### src/rtl/arm_mem_pkg.sv
// Shared types and constants for the 16-bit external SRAM data-memory path.
package arm_mem_pkg;

    localparam int DEFAULT_BASE_ADDR   = 1024;
    localparam int DEFAULT_SRAM_ADDR_W = 18;
    localparam int SRAM_DATA_W         = 16;

    typedef enum logic [1:0] {
        IDLE = 2'd0,
        LOW  = 2'd1,
        HIGH = 2'd2,
        DONE = 2'd3
    } state_t;

endpackage

### src/rtl/sram_controller_if.sv
// MEM-stage side of the data-memory port: request, store data, load data and freeze.
interface sram_controller_if;

    logic        rd_en;
    logic        wr_en;
    logic [31:0] address;
    logic [31:0] write_data;
    logic [31:0] read_data;
    logic        ready;

    modport master (
        output rd_en, wr_en, address, write_data,
        input  read_data, ready
    );

    modport slave (
        input  rd_en, wr_en, address, write_data,
        output read_data, ready
    );

endinterface

### src/rtl/sram_controller.sv
// Splits each 32-bit MEM-stage access into two fixed-length 16-bit SRAM phases,
// holding ready low as a pipeline freeze while the sequence runs.
//
//   state | meaning
//   IDLE  | no work; accept and latch a request
//   LOW   | half-word 0 (bits 15:0), ACCESS_CYCLES cycles
//   HIGH  | half-word 1 (bits 31:16), ACCESS_CYCLES cycles
//   DONE  | one cycle, ready high, bus idle
module sram_controller
    import arm_mem_pkg::*;
#(
    parameter logic [31:0] BASE_ADDR     = DEFAULT_BASE_ADDR,
    parameter int          SRAM_ADDR_W   = DEFAULT_SRAM_ADDR_W,
    parameter int          ACCESS_CYCLES = 2
) (
    input  logic                   clk,
    input  logic                   rst,
    sram_controller_if.slave       mem,
    output logic [SRAM_ADDR_W-1:0] sram_addr,
    output logic [SRAM_DATA_W-1:0] sram_dq_out,
    input  logic [SRAM_DATA_W-1:0] sram_dq_in,
    output logic                   sram_dq_oe,
    output logic                   sram_we_n
);

    localparam int IDX_W = SRAM_ADDR_W - 1;
    localparam int CNT_W = (ACCESS_CYCLES > 1) ? $clog2(ACCESS_CYCLES) : 1;
    localparam logic [CNT_W-1:0] CNT_LOAD = CNT_W'(ACCESS_CYCLES - 1);

    state_t            state;
    state_t            next_state;
    logic [CNT_W-1:0]  cnt;
    logic              op_wr;
    logic [IDX_W-1:0]  word_idx;
    logic [31:0]       wdata;
    logic [31:0]       rdata;
    logic              req;
    logic              phase_last;
    logic              phase_entry;
    logic              ready_c;

    assign req           = mem.rd_en | mem.wr_en;
    assign phase_last    = (cnt == '0);
    assign phase_entry   = (next_state != state) && ((next_state == LOW) || (next_state == HIGH));
    assign mem.read_data = rdata;
    assign mem.ready     = ready_c;

    always_comb begin
        next_state  = state;
        ready_c     = 1'b0;
        sram_addr   = '0;
        sram_dq_out = '0;
        sram_dq_oe  = 1'b0;
        sram_we_n   = 1'b1;
        case (state)
            IDLE: begin
                ready_c = !req;
                if (req) next_state = LOW;
            end
            LOW: begin
                sram_addr = {word_idx, 1'b0};
                if (op_wr) begin
                    sram_dq_out = wdata[15:0];
                    sram_dq_oe  = 1'b1;
                    sram_we_n   = 1'b0;
                end
                if (phase_last) next_state = HIGH;
            end
            HIGH: begin
                sram_addr = {word_idx, 1'b1};
                if (op_wr) begin
                    sram_dq_out = wdata[31:16];
                    sram_dq_oe  = 1'b1;
                    sram_we_n   = 1'b0;
                end
                if (phase_last) next_state = DONE;
            end
            DONE: begin
                ready_c    = 1'b1;
                next_state = IDLE;
            end
            default: next_state = IDLE;
        endcase
    end

    always_ff @(posedge clk or negedge rst) begin
        if (!rst) begin
            state <= IDLE;
        end else begin
            state <= next_state;
        end
    end

    // Down-counter reloaded on every phase entry; the phase ends at terminal count zero.
    always_ff @(posedge clk or negedge rst) begin
        if (!rst) begin
            cnt <= '0;
        end else if (phase_entry) begin
            cnt <= CNT_LOAD;
        end else if (!phase_last) begin
            cnt <= cnt - CNT_W'(1);
        end
    end

    // Write wins when both strobes are high; the byte offset within the word is dropped
    // and the word index wraps modulo the SRAM size.
    always_ff @(posedge clk or negedge rst) begin
        if (!rst) begin
            op_wr    <= 1'b0;
            word_idx <= '0;
            wdata    <= '0;
        end else if ((state == IDLE) && req) begin
            op_wr    <= mem.wr_en;
            word_idx <= IDX_W'((mem.address - BASE_ADDR) >> 2);
            wdata    <= mem.write_data;
        end
    end

    always_ff @(posedge clk or negedge rst) begin
        if (!rst) begin
            rdata <= '0;
        end else if (!op_wr && phase_last) begin
            if (state == LOW)  rdata[15:0]  <= sram_dq_in;
            if (state == HIGH) rdata[31:16] <= sram_dq_in;
        end
    end

endmodule

### src/flat_wrapper.sv
// flat-port wrapper written by rule: the top's interface ports become plain ports
module sram_controller_flat import arm_mem_pkg::*;
#(
    parameter logic [31:0] BASE_ADDR     = DEFAULT_BASE_ADDR,
    parameter int          SRAM_ADDR_W   = DEFAULT_SRAM_ADDR_W,
    parameter int          ACCESS_CYCLES = 2
)
  (clk, rst, sram_addr, sram_dq_out, sram_dq_in, sram_dq_oe, sram_we_n, mem_rd_en, mem_wr_en, mem_address, mem_write_data, mem_read_data, mem_ready);
  sram_controller_if mem_i ();
  input  logic clk;
  input  logic rst;
  output logic [SRAM_ADDR_W-1:0] sram_addr;
  output logic [SRAM_DATA_W-1:0] sram_dq_out;
  input  logic [SRAM_DATA_W-1:0] sram_dq_in;
  output logic sram_dq_oe;
  output logic sram_we_n;
  input wire logic [$bits(mem_i.rd_en)-1:0] mem_rd_en;
  input wire logic [$bits(mem_i.wr_en)-1:0] mem_wr_en;
  input wire logic [$bits(mem_i.address)-1:0] mem_address;
  input wire logic [$bits(mem_i.write_data)-1:0] mem_write_data;
  output wire logic [$bits(mem_i.read_data)-1:0] mem_read_data;
  output wire logic [$bits(mem_i.ready)-1:0] mem_ready;
  assign mem_i.rd_en = mem_rd_en;
  assign mem_i.wr_en = mem_wr_en;
  assign mem_i.address = mem_address;
  assign mem_i.write_data = mem_write_data;
  assign mem_read_data = mem_i.read_data;
  assign mem_ready = mem_i.ready;
  sram_controller #(.BASE_ADDR(BASE_ADDR), .SRAM_ADDR_W(SRAM_ADDR_W), .ACCESS_CYCLES(ACCESS_CYCLES)) u_core (.clk(clk), .rst(rst), .mem(mem_i), .sram_addr(sram_addr), .sram_dq_out(sram_dq_out), .sram_dq_in(sram_dq_in), .sram_dq_oe(sram_dq_oe), .sram_we_n(sram_we_n));
endmodule
### config.mk
export PLATFORM = sky130hd
export DESIGN_NAME = sram_controller_flat
export DESIGN_NICKNAME = d
export VERILOG_FILES = /design/src/rtl/arm_mem_pkg.sv /design/src/rtl/sram_controller_if.sv /design/src/rtl/sram_controller.sv /design/src/flat_wrapper.sv
export SDC_FILE = /design/constraint.sdc
export NUM_CORES = 1
export LEC_CHECK = 0
export CORE_ASPECT_RATIO = 0.9
export CORE_MARGIN = 2
export CORE_UTILIZATION = 43
export DETAILED_ROUTE_END_ITERATION = 8
export PLACE_DENSITY = 0.8
export SYNTH_ARGS = -nofsm -noshare
export SYNTH_HDL_FRONTEND = slang
export SYNTH_SLANG_ARGS = --single-unit
### constraint.sdc
create_clock -name clk -period 2.45 [get_ports clk]
set_clock_uncertainty 0.2 [all_clocks]
set_input_delay 0.3675 -clock clk [delete_from_list [all_inputs] [get_ports clk]]
set_output_delay 0.3675 -clock clk [all_outputs]
set_load 0.05 [all_outputs]
=== Word-level counts from Yosys, hierarchy flattened ===
Cells that the tools add are included.

* Flip-flop bits (word level): 85
* Input bits: 84
* Output and inout bits: 69
* Word-level logic and storage cells: 42

* $add $sub $neg: 2
* Equal/unequal tests: 6
* Mux-type cells: 15
* Bitwise operators: 2
* Reduce and logical (&&, ||, !) cells: 10

{| class="wikitable"
|+ Operator list
! kind !! number
|-
| case mux 18 bit (2 select lines) || 1
|-
| two-way mux 16 bit || 2
|-
| case mux 16 bit (2 select lines) || 1
|-
| subtractor 19 x 11 -> 19 bit, second input constant || 1
|-
| case mux 2 bit (4 select lines) || 1
|-
| == test 2 bit, second input constant || 3
|-
| two-way mux 1 bit || 6
|-
| two-way mux 2 bit || 3
|-
| == test 2 x 1 -> 1 bit, second input constant || 2
|-
| AND reduction 2 bit || 2
|-
| logical AND 1 bit || 3
|-
| logical NOT 1 bit || 2
|-
| logical NOT 2 bit || 1
|-
| != test 2 bit || 1
|-
| case mux 1 bit (2 select lines) || 1
|-
| OR reduction 2 bit || 1
|-
| logical OR 1 bit || 1
|-
| NOT 1 bit || 1
|-
| bitwise OR 1 bit || 1
|-
| subtractor 1 bit, second input constant || 1
|}

=== Logic depth before layout (Yosys ltp) ===
* Word-level depth: 7
* Mapped depth: 7

=== Worst setup path after synthesis ===
OpenSTA, ideal clock, no wires.

* Path type: reg2out
* From: reg u_core.state[0]
* To: out sram_dq_out[0]
* Data arrival time: 2.162 ns
* Path slack: -0.280 ns
* Stages on the path, launching flop included: 6
* Cells stage by stage: dfrtp_1 inv_1 ha_1 nand2_1 clkbuf_1 nor2_1

* Cells in the longest elaborated chain, start to end: 2
* Elaborated cells between the ends (all ways): 3
* Those cells by class: 2 x eq/ne; 1 x mux

{| class="wikitable"
|+ Ends and longest elaborated chain
! item !! RTL line !! text
|-
| start: declaration || sram_controller.sv:30 || <nowiki>state_t state;</nowiki>
|-
| start signal: assignment || sram_controller.sv:90 || <nowiki>state <= next_state;</nowiki>
|-
| == test 2 bit or == test 2 x 1 -> 1 bit (tied branches) || sram_controller.sv:55 || <nowiki>case (state)</nowiki>
|-
| case mux 16 bit (2 select lines) (*) || sram_controller.sv:55 ||
|-
| end: declaration || flat_wrapper.sv:13 || <nowiki>output logic [SRAM_DATA_W-1:0] sram_dq_out;</nowiki>
|}

Every way passes the cells marked *; elsewhere a longest branch is shown, timed or not.

=== Worst setup path after layout ===
* From: reg u_core.state[1]
* To: out sram_addr[16]

* Cells in the longest elaborated chain, start to end: 2
* Elaborated cells between the ends (all ways): 3
* Those cells by class: 2 x eq/ne; 1 x mux

{| class="wikitable"
|+ Ends and longest elaborated chain
! item !! RTL line !! text
|-
| == test 2 bit or == test 2 x 1 -> 1 bit (tied branches) || sram_controller.sv:55 ||
|-
| case mux 18 bit (2 select lines) (*) || sram_controller.sv:55 ||
|-
| end: declaration || flat_wrapper.sv:12 || <nowiki>output logic [SRAM_ADDR_W-1:0] sram_addr;</nowiki>
|}

Marked as above.

==> results_dict.tcl <==
set metrics [dict create \
    vias 3215 \
    hold_class "flop to flop" \
    worstSetupPathType "flop to output pin" \
    drv_slew 0 \
    final_common_cell "nand2_1" \
    cp_max_fo 8 \
    layout.cells.non_filler 643 \
    portBuffers 137 \
    initial_core_util_pct 44.2 \
    endpoint_kind "output pin" \
    clkLatencyLatePin_ps 340 \
    die_h_um 92.8 \
    die-area_um2 9530 \
    grt_start_max_net_pins 54 \
    start_kind "flop" \
    antenna_found_initial 0 \
    fin_crit_ps 2380 \
    cts_tree "built" \
    yosysWarnings 0 \
    fmax_mhz 420 \
    overflow 0 \
    drc 0 \
    cts_buffer_depth 2 \
    synth-edff-count 0 \
    dr.pass1.iters 4 \
    drt_iter0_markers 93 \
    drive_above_1_share_pct 24.8 \
    rsz0062_at_grt "yes" \
    place_congestion 0.779 \
    synthToLayoutAreaGrowth_pct 60.0 \
    peakVddDrop_mv 0.755 \
    placed_cells 623 \
    p_leak_uw 0.00266 \
    relSlewSlack_pct 65.8 \
    nets 610 \
    yosysSeqAreaShare_pct 56.5 \
    hpwl_um 6680 \
    cts.sinks 85 \
    critPathRequiredTime_ps 1880 \
    layout_common_cells "nand2_1, clkdlybuf4s50_1, dfrtp_1" \
    worstMarginPinSlew_ps 511 \
    die_w_um 103 \
    fin_crit_sh_pct 97.2 \
    insertedDiodeCount 0 \
    core_um2 8530 \
    power-per-cell-area_nw_per_um2 1530 \
    dominantRegCellSynth "dfrtp_1" \
    setup_violations 0 \
    finalHoldViolCount 0 \
    ant_nets 0 \
    syn_area_um2 3770 \
    wl_um 9480 \
    avgRoutedWirePerCell_um 14.7 \
    clkTransAtPathRegs_ps 80 \
    pin_count 153 \
    ys_ff_latch 85 \
    ys_types 32 \
    status "finished, final reports clean" \
    htreeDepth 3 \
    cts_root_buf "clkbuf_8" \
    finish.utilization_pct 70.7 \
    syn-num-nets 466 \
    avgSynthCellArea_um2 10.0 \
    max_cap_violations 0 \
    rows 32 \
    drt-vias-per-instance 5.00 \
    crit_arrival_ps 1810 \
    grt_pass1_wl_um 15200 \
    grt_usage_pct 20.4 \
    async_flop_share_pct 100 \
    postSynthCellCount 375 \
    cts_buffers 9 \
    grt_pass1_vias 3198 \
]
-- worst max-delay path, cell delays in order (launching register included) --
cell,delay [ps]
dfrtp_2,460
inv_4,80
ha_4,280
nor2b_4,160
buf_4,170
and2_1,180
buf_12,140
-- layout make-up --
cell class,count,area (µm²)
fillers,612,2500
flip-flops and latches,85,2130
repair buffers,152,1890
multi-input cells,266,1640
well taps,119,149
clock buffers,9,124
clock inverters,7,73.8
inverters,5,21.3
-- Yosys cell counts (2+ instances only) --
cell | count | area share, %
nor3b_1 | 2 | 0.40
clkbuf_1 | 13 | 1.3
inv_1 | 5 | 0.50
nand2_1 | 129 | 13
buf_4 | 2 | 0.40
or3_1 | 3 | 0.50
ha_1 | 7 | 2.3
o21ai_0 | 8 | 1.1
nor3b_2 | 2 | 0.66
buf_1 | 3 | 0.30
and2_1 | 17 | 2.8
a31oi_1 | 5 | 0.83
or4_1 | 3 | 0.60
mux2_2 | 32 | 9.6
xnor2_1 | 2 | 0.47
o31ai_1 | 4 | 0.80
a22oi_1 | 16 | 3.2
dfrtp_1 | 85 | 56
nor2_1 | 24 | 2.4
-- registers in the layout, summed over array words and instances (netlist names) --
signal and count:
u_core.mem.read_data 32, u_core.state 2, u_core.wdata 32, u_core.op_wr 1
u_core.cnt 1, u_core.word_idx 17
-- per-layer routing --
layer	track usage (%)	vias to the layer above	part of all wire, %
met5	0	-	0
met1	25.0	1569	41
li1	-	1536	-
met2	34.5	100	50
met3	5.74	10	7.3
met4	6.78	0	1.1
-- worst paths after layout --
| path | slack [ps] | end | startpoint | cells after the start |
|---|---|---|---|---|
| max | 70 | sram_addr[16] | u_core.state[1] | 6 |
| min | 270 | u_core.word_idx[1] | u_core.word_idx[1] | 2 |
| max reg2reg | 340 | u_core.mem.read_data[26] | u_core.state[0] | 6 |
| min reg2reg | 270 | u_core.word_idx[1] | u_core.word_idx[1] | 2 |
| max in group asynchronous | 1100 | u_core.state[1] | rst | 3 |
| min in group asynchronous | 300 | u_core.word_idx[16] | rst | 2 |
-- cells by family (layout without fill, tap and decap cells) --
family	count (synthesis)	after routing	share of synthesized area [%]
flip-flops	85	85	56.5
buffers and inverters	24	173	2.62
adder cells (fa/ha/maj)	7	7	2.32
XOR/XNOR	2	2	0.465
AND/OR/NAND/NOR	186	186	21.6
AO/OA/AOI/OAI	39	39	7.01
multiplexers	32	32	9.57
-- through the flow --
stage / setup WS (ps) / hold slack, ps / instance area (µm²) / total power, µW / TNS [ps]
5_1_grt: -15.7 / 311 / 6030 / 9800 / -62.2
2_1_floorplan: -190 / -128 / 3780 / 5780 / -738
4_1_cts: 7.45 / 274 / 5970 / 9170 / 0
3_3_place_gp: 158 / 130 / 5710 / 7940 / 0
6_report: 68.1 / 273 / 6030 / 9260 / 0
3_5_place_dp: 13.1 / 140 / 5710 / 8080 / 0
-- power breakdown --
part	switching (µW)	leakage (µW)	internal [µW]	total, µW
Sequential	389	0.00103	2110	2500
Clock	506	0.0000996	475	980
Combinational	3360	0.00154	2420	5780
Total	4250	0.00266	5000	9260
-- what timing repair did --
| item | 4_1_cts | 5_1_grt |
|---|---|---|
| endpoints found under the hold margin | 32 | 0 |
| setup buffers | 2 | 0 |
| cloned | 0 | 1 |
| resized for setup | 11 | 18 |
| endpoints found under the setup margin | 33 | 30 |
| hold buffers | 1 | 0 |
Note: power is estimated with default switching activity, not from simulation.
